## src/rtl/v_alu_dispatch.sv

```systemverilog
// Issue-side sequencer for the vector ALU lane: accepts one decoded instruction,
// reads both sources from the VRF, drives the ALU and hands the result to the VRF write port.
module v_alu_dispatch #(
    parameter int SEW       = 32,
    parameter int VLMAX     = 8,
    parameter int VALUOP_DW = 5,
    parameter int VREG_DW   = SEW * VLMAX,
    parameter int VREG_AW   = 5
) (
    input  logic                 clk,
    input  logic                 rst,
    input  logic                 issue_valid_i,
    output logic                 issue_ready_o,
    input  logic [VALUOP_DW-1:0] issue_opcode_i,
    input  logic [VREG_AW-1:0]   issue_vs1_i,
    input  logic [VREG_AW-1:0]   issue_vs2_i,
    input  logic [VREG_AW-1:0]   issue_vd_i,
    output logic [VREG_AW-1:0]   vrf_raddr1_o,
    output logic [VREG_AW-1:0]   vrf_raddr2_o,
    input  logic [VREG_DW-1:0]   vrf_rdata1_i,
    input  logic [VREG_DW-1:0]   vrf_rdata2_i,
    output logic [VALUOP_DW-1:0] valu_opcode_o,
    output logic [VREG_DW-1:0]   operand_v1_o,
    output logic [VREG_DW-1:0]   operand_v2_o,
    input  logic [VREG_DW-1:0]   valu_result_i,
    output logic                 wb_valid_o,
    input  logic                 wb_ready_i,
    output logic [VREG_AW-1:0]   wb_addr_o,
    output logic [VREG_DW-1:0]   wb_data_o,
    output logic                 illegal_o,
    output logic [31:0]          retire_cnt_o,
    output logic [1:0]           dbg_state_o
);

    // Handshakes: a transfer happens on a rising edge where valid and ready are both high;
    // issue_ready_o depends only on the FSM state, never on wb_ready_i.
    localparam logic [1:0] S_IDLE = 2'd0;
    localparam logic [1:0] S_READ = 2'd1;
    localparam logic [1:0] S_EXEC = 2'd2;
    localparam logic [1:0] S_WB   = 2'd3;

    localparam logic [VALUOP_DW-1:0] OP_NOP  = VALUOP_DW'(0);
    localparam logic [VALUOP_DW-1:0] OP_VADD = VALUOP_DW'(1);
    localparam logic [VALUOP_DW-1:0] OP_VMUL = VALUOP_DW'(2);

    logic [1:0]           r_state;
    logic [VALUOP_DW-1:0] r_opcode;
    logic [VREG_AW-1:0]   r_vd;
    logic [VREG_AW-1:0]   r_raddr1;
    logic [VREG_AW-1:0]   r_raddr2;
    logic [VREG_AW-1:0]   r_wb_addr;
    logic [VREG_DW-1:0]   r_wb_data;
    logic                 r_illegal;
    logic [31:0]          r_retire_cnt;

    logic w_accept;
    logic w_is_alu_op;
    logic w_in_exec;

    assign w_accept    = issue_valid_i && (r_state == S_IDLE);
    assign w_is_alu_op = (issue_opcode_i == OP_VADD) || (issue_opcode_i == OP_VMUL);
    assign w_in_exec   = (r_state == S_EXEC);

    always_ff @(posedge clk or negedge rst) begin
        if (!rst) begin
            r_state      <= S_IDLE;
            r_opcode     <= '0;
            r_vd         <= '0;
            r_raddr1     <= '0;
            r_raddr2     <= '0;
            r_wb_addr    <= '0;
            r_wb_data    <= '0;
            r_illegal    <= 1'b0;
            r_retire_cnt <= '0;
        end else begin
            r_illegal <= 1'b0;
            case (r_state)
                S_IDLE: begin
                    if (w_accept) begin
                        r_opcode <= issue_opcode_i;
                        r_vd     <= issue_vd_i;
                        // Read addresses only move for real ALU ops so they hold otherwise.
                        if (w_is_alu_op) begin
                            r_raddr1 <= issue_vs1_i;
                            r_raddr2 <= issue_vs2_i;
                            r_state  <= S_READ;
                        end else if (issue_opcode_i == OP_NOP) begin
                            r_retire_cnt <= r_retire_cnt + 32'd1;
                        end else begin
                            r_illegal <= 1'b1;
                        end
                    end
                end
                S_READ: begin
                    r_state <= S_EXEC;
                end
                S_EXEC: begin
                    r_wb_data <= valu_result_i;
                    r_wb_addr <= r_vd;
                    r_state   <= S_WB;
                end
                S_WB: begin
                    if (wb_ready_i) begin
                        r_retire_cnt <= r_retire_cnt + 32'd1;
                        r_state      <= S_IDLE;
                    end
                end
                default: r_state <= S_IDLE;
            endcase
        end
    end

    assign issue_ready_o = (r_state == S_IDLE);
    assign vrf_raddr1_o  = r_raddr1;
    assign vrf_raddr2_o  = r_raddr2;
    // The ALU sees a NOP with zero operands except during EXEC.
    assign valu_opcode_o = w_in_exec ? r_opcode : OP_NOP;
    assign operand_v1_o  = w_in_exec ? vrf_rdata1_i : '0;
    assign operand_v2_o  = w_in_exec ? vrf_rdata2_i : '0;
    assign wb_valid_o    = (r_state == S_WB);
    assign wb_addr_o     = r_wb_addr;
    assign wb_data_o     = r_wb_data;
    assign illegal_o     = r_illegal;
    assign retire_cnt_o  = r_retire_cnt;
    assign dbg_state_o   = r_state;

endmodule

```

## config.mk

```make
export PLATFORM = sky130hd
export DESIGN_NAME = v_alu_dispatch
export DESIGN_NICKNAME = d
export VERILOG_FILES = /design/src/rtl/v_alu_dispatch.sv
export SDC_FILE = /design/constraint.sdc
export NUM_CORES = 1
export LEC_CHECK = 0
export ABC_AREA = 1
export BUFFER_PORTS_ARGS = -buffer_cell sky130_fd_sc_hd__buf_2
export CAP_MARGIN = 20
export CORE_AREA = 5 5 624 626
export DETAILED_ROUTE_END_ITERATION = 12
export DIE_AREA = 0 0 629 631
export PLACE_DENSITY_LB_ADDON = 0.15
export SLEW_MARGIN = 20
export SYNTH_ARGS = -nofsm -noshare
export SYNTH_HDL_FRONTEND = slang
export SYNTH_SLANG_ARGS = --single-unit
```

## constraint.sdc

```tcl
create_clock -name clk -period 2 [get_ports clk]
set_input_delay 0.1 -clock clk [delete_from_list [all_inputs] [get_ports clk]]
set_output_delay 0.1 -clock clk [all_outputs]
set_load 0.05 [all_outputs]
```

==> results of run 1 <==
-- state kept, by name, indices dropped and copies added, names as in the netlist --
signal	count
wb_data_o	256
r_vd	5
r_opcode	5
vrf_raddr2_o	5
vrf_raddr1_o	5
retire_cnt_o	32
wb_addr_o	5
illegal_o	1
dbg_state_o	2
-- logic make-up after synthesis --
kind of cell | after synthesis | synth area share, %
AND/OR/NAND/NOR | 810 | 18.9
buffers and inverters | 645 | 15.1
flip-flops | 316 | 47.0
multiplexers | 261 | 17.5
XOR/XNOR | 18 | 0.982
AO/OA/AOI/OAI | 6 | 0.216
adder cells (fa/ha/maj) | 4 | 0.298
-- layer usage --
layer / track usage, % / vias to the layer above / share of wire (%)
met4: 2.21 / 82 / 2.4
met5: 0 / - / 0.20
met3: 3.95 / 484 / 7.1
met1: 15.0 / 11200 / 39
met2: 24.0 / 1313 / 51
li1: - / 10200 / -
-- through the flow --
step	setup WS, ns	util, %
after floorplan	0.0908	-
after global placement	-0.307	10.1
after detailed placement	-0.319	10.1
after CTS	-0.653	11.5
after global routing	-0.648	11.7
final	-0.541	11.7
-- power groups by stage --
stage	registers [µW]	clock network, µW	logic [µW]
2_1_floorplan	21100	0	18100
6_report	11200	8580	57100
4_1_cts	11300	9180	57800
3_5_place_dp	11300	0	55000
3_3_place_gp	11300	0	55000
5_1_grt	11600	9290	59400
-- critical path, delay by kind of cell, from the launching register on --
kind	cells	cell delay [ns]
flops	1	0.41
buf+inv	8	1.07
fa+ha+maj	1	0.20
simple gates	1	0.06
-- layout make-up --
class | count | share of cell area (%)
antenna | 91 | 0.506
clock buffer | 64 | 2.89
clock inverter | 17 | 0.514
inverter | 550 | 4.78
multi-input combinational | 1099 | 15.1
sequential | 316 | 17.6
tap | 5060 | 14.1
timing repair buffer | 2095 | 44.6
-- timing repair --
item                                   CTS  global route
cloned                                   7             2
setup endpoints to repair              518           636
buffers inserted                        24            16
endpoints found under the hold margin  593             0
hold buffers                           279             0
resized for setup                      267           180
pin swaps                                1             0
-- cell usage in the layout, fill, tap and decap left out, types with 5 or more instances in the layout --
cell type / instances
inv_4: 30
xor2_1: 14
inv_2: 99
buf_16: 12
diode_2: 91
buf_2: 1142
buf_12: 474
clkbuf_16: 49
nor2_4: 7
nor2_1: 50
dlygate4sd3_1: 278
nand3_1: 25
clkbuf_8: 6
nand2_4: 42
inv_1: 417
buf_6: 52
nor2_2: 5
mux2_2: 261
dfrtp_1: 314
clkbuf_1: 11
buf_8: 9
nand2_1: 637
nand2_2: 34
buf_4: 120
-- worst paths after layout --
kind                                  from                end  slack, ns  depth (start not counted)
max                         dbg_state_o[0]  operand_v2_o[172]      -0.54                         10
min                          issue_valid_i     dbg_state_o[0]       0.09                          6
max reg2reg                 dbg_state_o[0]      wb_data_o[98]      -0.28                         12
min reg2reg                vrf_raddr2_o[4]    vrf_raddr2_o[4]       0.47                          2
max in group asynchronous              rst      wb_data_o[34]       0.72                          3
min in group asynchronous              rst     wb_data_o[169]       0.19                          3
==> results.json, run 1 <==
{
  "multi_input_area_um2": 6810,
  "grt_max_degree": 55,
  "hold_path_class": "in2reg",
  "synthTopCellsByCount": "nand2_1 (712), inv_1 (547), dfrtp_1 (316)",
  "post_synth_num_cell_types": 26,
  "cp.arrival_ns": 2.44,
  "row_count": 228,
  "synth_seq_cells": 316,
  "async_flop_share_pct": 100,
  "clk_latency_ns": 0.68,
  "sw_frac_of_total_pct": 56.3,
  "ys_warn_count": 0,
  "dpl.cell_count": 8795,
  "fmax_ghz": 0.394,
  "ir_drop_v": 0.000742,
  "sequentialPowerShare_pct": 14.6,
  "crit_type": "reg2out",
  "cts_max_path_buffers": 3,
  "die_w_um": 629,
  "end_kind": "output port",
  "core_area_um2": 384000,
  "stdcell_count": 9292,
  "power_uw": 76800,
  "start_util_pct": 4.38,
  "syn2layout_area_growth_pct": 168,
  "cts_tree": "built",
  "wl_per_cell_um": 29.2,
  "clkPwrFrac_pct": 11.2,
  "slowest_delay_ns": 0.41,
  "die_area_um2": 397000,
  "numCtsBuffers": 47,
  "ant_nets": 0,
  "synth_cells": 2060,
  "path_clk_slew_ns": 0.06,
  "seqCellArea_um2": 7910,
  "cts.sinks": 316,
  "portBuffers": 1616,
  "yosysTopAreaCell": "dfrtp_1",
  "synth-main-ff-cell": "dfrtp_1",
  "timing.hold.ws_ns": 0.0862,
  "gp_congestion": 0.944,
  "skew_ns": 0.0581,
  "drtIter0Drc": 1038,
  "crit_top_cell": "buf_12",
  "fin_tns_setup_ns": -207.93,
  "grt_pass1_vias": 23800,
  "slowest_stage": "dfrtp_2",
  "htree_levels": 2,
  "routed_via_density": 2.50,
  "vias": 23300,
  "rsz0062_at_grt": "true",
  "placed_cell_area_um2": 38900,
  "yosysMostFrequentCell": "nand2_1",
  "post-route-min-period_ns": 2.54,
  "netlist_area_um2": 16800,
  "setup_viol": 598,
  "status": "complete, but fails checks",
  "violations": "setup timing",
  "cp.required_ns": 1.90,
  "syn_nets": 2856,
  "cp_cell_sequence": "inv_2 > ha_4 > buf_12 > buf_16 > buf_16 > buf_12 > clkbuf_16 > nand2_2 > inv_2 > buf_12",
  "die_h_um": 631,
  "worst_slew_pin_slew_ns": 0.636,
  "final_area_um2": 45000,
  "routed_wl_um": 271000,
  "p_int_uw": 33600,
  "dp_hpwl_um": 250000,
  "antenna_found_initial": 283,
  "hold_viol": 0,
  "maxSlewViolCount": 0,
  "drive_gt1_share_pct": 57.4,
  "post-route-period-util_pct": 127,
  "ios": 1617,
  "grt_overflow": 0,
  "grt_pass1_wl_um": 327000,
  "grt_usage_pct": 13.1,
  "synth-edff-count": 0,
  "path_max_fanout": 8,
  "synth_area_leaders": "dfrtp_1 (47%), mux2_2 (17%), nand2_1 (16%)",
  "combPwrFrac_pct": 74.2,
  "crit_path_start_kind": "flop",
  "first_pass_iters": 5,
  "fillerInstances": 44200,
  "nNetsFinal": 4905,
  "powerDensity_nw_per_um2": 1710,
  "p_switching_uw": 43300,
  "setup_ws_ns": -0.541,
  "max_cap_violations": 0,
  "yosysSeqAreaShare_pct": 47.0,
  "synth.top_cell.area_share_pct": 47.0,
  "post-route-drc-count": 0,
  "slew_headroom_pct": 57.9,
  "p_leak_uw": 0.0226,
  "ctsRootBufferMaster": "clkbuf_16",
  "syn_area_per_cell_um2": 8.16
}
(Power assumes the default switching activity.)
==> run 2, diff against run 1 <==
- CTS_BUF_LIST: unset -> sky130_fd_sc_hd__clkbuf_4 sky130_fd_sc_hd__clkbuf_8 sky130_fd_sc_hd__clkbuf_16
==> results.json, run 2 (synthesis gave the netlist of run 1 again) <==
{
  "r2r_cells": 12,
  "nNetsFinal": 4912,
  "fmax_ghz": 0.396,
  "violations": "setup timing",
  "seqCellArea_um2": 7910,
  "largest_register_ffs": 256,
  "r2r-start": "dbg_state_o[0]",
  "cp.required_ns": 1.90,
  "htree_levels": 2,
  "reg2reg_to": "wb_data_o[95]",
  "min_to": "dbg_state_o[0]",
  "core_area_um2": 384000,
  "status": "complete, but fails checks",
  "post-route-min-period_ns": 2.53,
  "worst_slew_pin_slew_ns": 0.670,
  "grt_pass1_vias": 23800,
  "cp.arrival_ns": 2.43,
  "post-route-period-util_pct": 126,
  "wl_per_cell_um": 29.1,
  "dp_hpwl_um": 250000,
  "end_kind": "output port",
  "routed_wl_um": 271000,
  "row_count": 228,
  "ir_drop_v": 0.000742,
  "rsz0062_at_grt": "true",
  "max_cap_violations": 0,
  "drtIter0Drc": 1141,
  "regToRegSetupSlack_ns": -0.28,
  "fillerInstances": 44200,
  "cts_tree": "built",
  "power_uw": 77300,
  "path_clk_slew_ns": 0.06,
  "place_ws_ns": -0.319,
  "final_common_cell": "buf_2",
  "hp-start": "issue_valid_i",
  "maxSlewViolCount": 0,
  "crit_type": "reg2out",
  "ant_nets": 0,
  "hold_path_class": "in2reg",
  "path_max_fanout": 8,
  "setup_ws_ns": -0.528,
  "grt_pass1_wl_um": 327000,
  "drive_gt1_share_pct": 58.2,
  "gp_congestion": 0.944,
  "slew_headroom_pct": 55.3,
  "clk_latency_ns": 0.68,
  "hold_viol": 0,
  "ctsRootBufferMaster": "clkbuf_16",
  "numCtsBuffers": 47,
  "skew_ns": 0.0579,
  "post-route-drc-count": 0,
  "fin_tns_setup_ns": -205.68,
  "grt_usage_pct": 13.0,
  "worstHoldPathCells": 6,
  "die_area_um2": 397000,
  "utilization_pct": 11.8,
  "grt_overflow": 0,
  "powerDensity_nw_per_um2": 1710,
  "syn2layout_area_growth_pct": 169,
  "start_util_pct": 4.38,
  "cts_max_path_buffers": 3,
  "first_pass_iters": 5,
  "crit_path_start_kind": "flop",
  "cts.sinks": 316,
  "vias": 23300,
  "die_w_um": 629,
  "p_leak_uw": 0.0227,
  "ios": 1617,
  "portBuffers": 1616,
  "antenna_found_initial": 285,
  "grt_max_degree": 55,
  "setup_viol": 598,
  "final_cell_mix": "buf_2 (1,131), nand2_1 (629), buf_12 (477), inv_1 (406), dfrtp_1 (314)",
  "die_h_um": 631,
  "routed_via_density": 2.50,
  "multi_input_area_um2": 6850
}
run 2: cell count changes in the layout (fill, tap and decap cells not counted), moves of 8 or more:
cell	previous run	this run
buf_2	1142	1131
buf_6	52	61
clkbuf_1	11	0
clkbuf_4	4	20
diode_2	91	99
inv_1	417	406
nand2_1	637	629
run 2: worst max path at each step:
stage               slack [ns]            from                 to  cells past startpoint
finish                   -0.53  dbg_state_o[0]  operand_v2_o[172]                     10
global route             -0.65  dbg_state_o[0]  operand_v1_o[105]                     10
CTS                      -0.65  dbg_state_o[0]  operand_v1_o[245]                     10
detailed placement       -0.32  dbg_state_o[0]    operand_v2_o[2]                      8
global placement         -0.31  dbg_state_o[0]    operand_v2_o[2]                      8
floorplan                 0.09  dbg_state_o[0]   retire_cnt_o[18]                      9
run 2: layer usage:
layer | wire, µm | GRT usage (%)
met1 | 105000 | 14.9
met2 | 138000 | 23.9
met3 | 20000 | 3.97
met4 | 6370 | 2.29
met5 | 571 | 0
run 2: layout make-up:
cell class	instances	area share [%]
Timing Repair Buffer	2102	44.6
Sequential cell	316	17.5
Multi-Input combinational cell	1099	15.1
Tap cell	5060	14.0
Clock inverter	17	0.511
Inverter	550	4.77
Clock buffer	64	2.96
Antenna cell	99	0.547
run 2: critical path, cell delays in order, from the launching register on:
cell       delay, ns
dfrtp_2         0.41
inv_2           0.08
ha_4            0.20
buf_12          0.13
buf_16          0.14
buf_16          0.16
buf_12          0.16
clkbuf_16       0.18
nand2_2         0.06
inv_2           0.08
buf_12          0.14
run 2: report_power, final:
group / internal (µW) / switching (µW) / leakage (µW)
sequential: 9430 / 1790 / 0.00379
combinational: 19500 / 37900 / 0.0182
clock: 5010 / 3710 / 0.000777
total: 33900 / 43400 / 0.0227
run 2: metrics by stage:
| stage | hold slack, ns | cell area [µm²] | cells |
|---|---|---|---|
| 2_1_floorplan | -0.196 | 16800 | 2060 |
| 3_3_place_gp | 0.141 | 38900 | 8795 |
| 3_5_place_dp | 0.144 | 38900 | 8795 |
| 4_1_cts | 0.00974 | 44300 | 9185 |
| 5_1_grt | 0.102 | 45200 | 9261 |
| 6_report | 0.0793 | 45300 | 9307 |
run 2: what timing repair did:
item / CTS / global route
pin swaps: 1 / 0
gates resized for setup: 267 / 236
endpoints found under the hold margin: 593 / 0
buffers inserted: 24 / 23
cloned: 7 / 2
endpoints found under the setup margin: 518 / 636
hold buffers: 279 / 0
==> run 3, diff against run 2 <==
- CORE_AREA: 5 5 624 626 -> 2 2 634 636
- DIE_AREA: 0 0 629 631 -> 0 0 636 638
- REMOVE_ABC_BUFFERS: unset -> 1
- clock period: 2 -> 3.1 ns (I/O delays scaled with it)
==> results.json, run 3 (synthesis gave the netlist of run 1 again) <==
{
  "slew_headroom_pct": 54.9,
  "hold_path_class": "in2async",
  "crit_type": "reg2out",
  "numCtsBuffers": 49,
  "maxSlewViolCount": 0,
  "die_h_um": 638,
  "grt_usage_pct": 13.8,
  "grt_pass1_wl_um": 346000,
  "die_area_um2": 406000,
  "crit_path_start_kind": "flop",
  "status": "finished clean",
  "final_area_um2": 37400,
  "slowest_delay_ns": 0.40,
  "r2r_cells": 6,
  "routed_via_density": 2.50,
  "final_common_cell": "buf_2",
  "rsz0062_at_grt": "false",
  "dp_hpwl_um": 268000,
  "post-route-drc-count": 0,
  "powerDensity_nw_per_um2": 1150,
  "cts.sinks": 316,
  "portBuffers": 1616,
  "gp_congestion": 0.994,
  "timing.hold.ws_ns": 0.0842,
  "cts_max_path_buffers": 3,
  "largest_register_ffs": 256,
  "syn2layout_area_growth_pct": 123,
  "ios": 1617,
  "placed_cell_area_um2": 32600,
  "start_util_pct": 4.22,
  "ir_drop_v": 0.000541,
  "end_kind": "output port",
  "row_count": 232,
  "ant_nets": 0,
  "first_pass_iters": 5,
  "cp_cell_sequence": "inv_1 > ha_4 > buf_12 > buf_12 > nand2_1 > inv_1 > buf_2",
  "final_cell_mix": "buf_2 (1,545), nand2_1 (712), inv_1 (547), dfrtp_1 (316), dlygate4sd3_1 (278)",
  "fmax_ghz": 0.344,
  "drtIter0Drc": 1121,
  "reg2reg_to": "wb_data_o[58]",
  "path_clk_slew_ns": 0.06,
  "htree_levels": 2,
  "vias": 23400,
  "core_area_um2": 399000,
  "die_w_um": 636,
  "drive_gt1_share_pct": 50.9,
  "routed_wl_um": 290000,
  "cp.arrival_ns": 2.75,
  "wl_per_cell_um": 30.9,
  "skew_ns": 0.0620,
  "grt_overflow": 0,
  "slowest_stage": "dfrtp_1",
  "antenna_found_initial": 410,
  "nNetsFinal": 4755,
  "post-route-min-period_ns": 2.91,
  "path_max_fanout": 75,
  "p_leak_uw": 0.0206,
  "regToRegSetupSlack_ns": 0.87,
  "post-route-period-util_pct": 93.7,
  "worst_slew_pin_slew_ns": 0.677,
  "ctsRootBufferMaster": "clkbuf_16",
  "max_cap_violations": 0,
  "cp.required_ns": 2.94,
  "cts_tree": "built",
  "clk_latency_ns": 0.72,
  "grt_pass1_vias": 23600,
  "fin_tns_setup_ns": 0,
  "r2r-start": "dbg_state_o[0]",
  "setup_viol": 0,
  "hold_viol": 0,
  "grt_max_degree": 81
}
## run 3: changes by cell type in the layout (fill, tap and decap cells not counted), sizes merged, moves of 3 or more
cell	before	now
buf	1810	1664
diode	99	127
clkbuf	75	66
clkinv	10	14
clkinvlp	4	1
## run 3: layer usage
metal / wire length (µm) / global-route usage, % / up-vias
li1: - / - / 9906
met1: 107000 / 14.8 / 11200
met2: 149000 / 25.8 / 1455
met3: 23000 / 4.66 / 732
met4: 10400 / 2.94 / 128
met5: 877 / 0 / -
## run 3: metrics by stage
step / setup slack, ns / total power (µW) / instances / utilization (%)
after floorplan: -13.81 / 14700 / 1965 / -
after global placement: 0.491 / 37900 / 8892 / 8.19
after detailed placement: 0.518 / 37900 / 8892 / 8.19
after CTS: 0.0289 / 44700 / 9257 / 9.31
after global routing: 0.0243 / 45400 / 9346 / 9.37
final: 0.194 / 43000 / 9384 / 9.39
## run 3: how the worst max path moves through the flow
stage,start,end,slack (ns),depth (start not counted)
4_1_cts,dbg_state_o[0],operand_v1_o[77],0.03,8
6_report,dbg_state_o[0],operand_v2_o[87],0.19,7
3_5_place_dp,issue_opcode_i[1],retire_cnt_o[8],0.52,7
3_3_place_gp,issue_opcode_i[1],retire_cnt_o[19],0.49,7
5_1_grt,dbg_state_o[0],operand_v1_o[77],0.02,8
2_1_floorplan,dbg_state_o[1],wb_addr_o[0],-13.81,2
## run 3: what timing repair did
action                     4_1_cts  5_1_grt
hold buffers                   279        0
buffers inserted                 1        0
gates resized for setup          2        0
hold endpoints to repair       439        0
setup endpoints to repair       23        0
## run 3: worst max-delay path: cells and delay by family (launching register included)
family | cells | cell delay (ns)
adders and majority gates | 1 | 0.16
DFF | 1 | 0.40
and+or+nand+nor | 1 | 0.36
buffers and inverters | 5 | 0.98
## run 3: final cells by class
cell class	instances	area [µm²]
clock buffer	66	1390
tap	5265	6590
timing repair buffer	1943	12600
antenna	127	318
clock inverter	18	219
inverter	550	2060
fill	47000	361000
sequential	316	7910
multi-input combinational	1099	6380
## run 3: report_power, final
| part | internal, µW | switching, µW | leakage (µW) |
|---|---|---|---|
| Combinational | 6860 | 23000 | 0.0160 |
| Sequential | 6080 | 1190 | 0.00379 |
| Clock | 3310 | 2570 | 0.000804 |
| Total | 16200 | 26800 | 0.0206 |
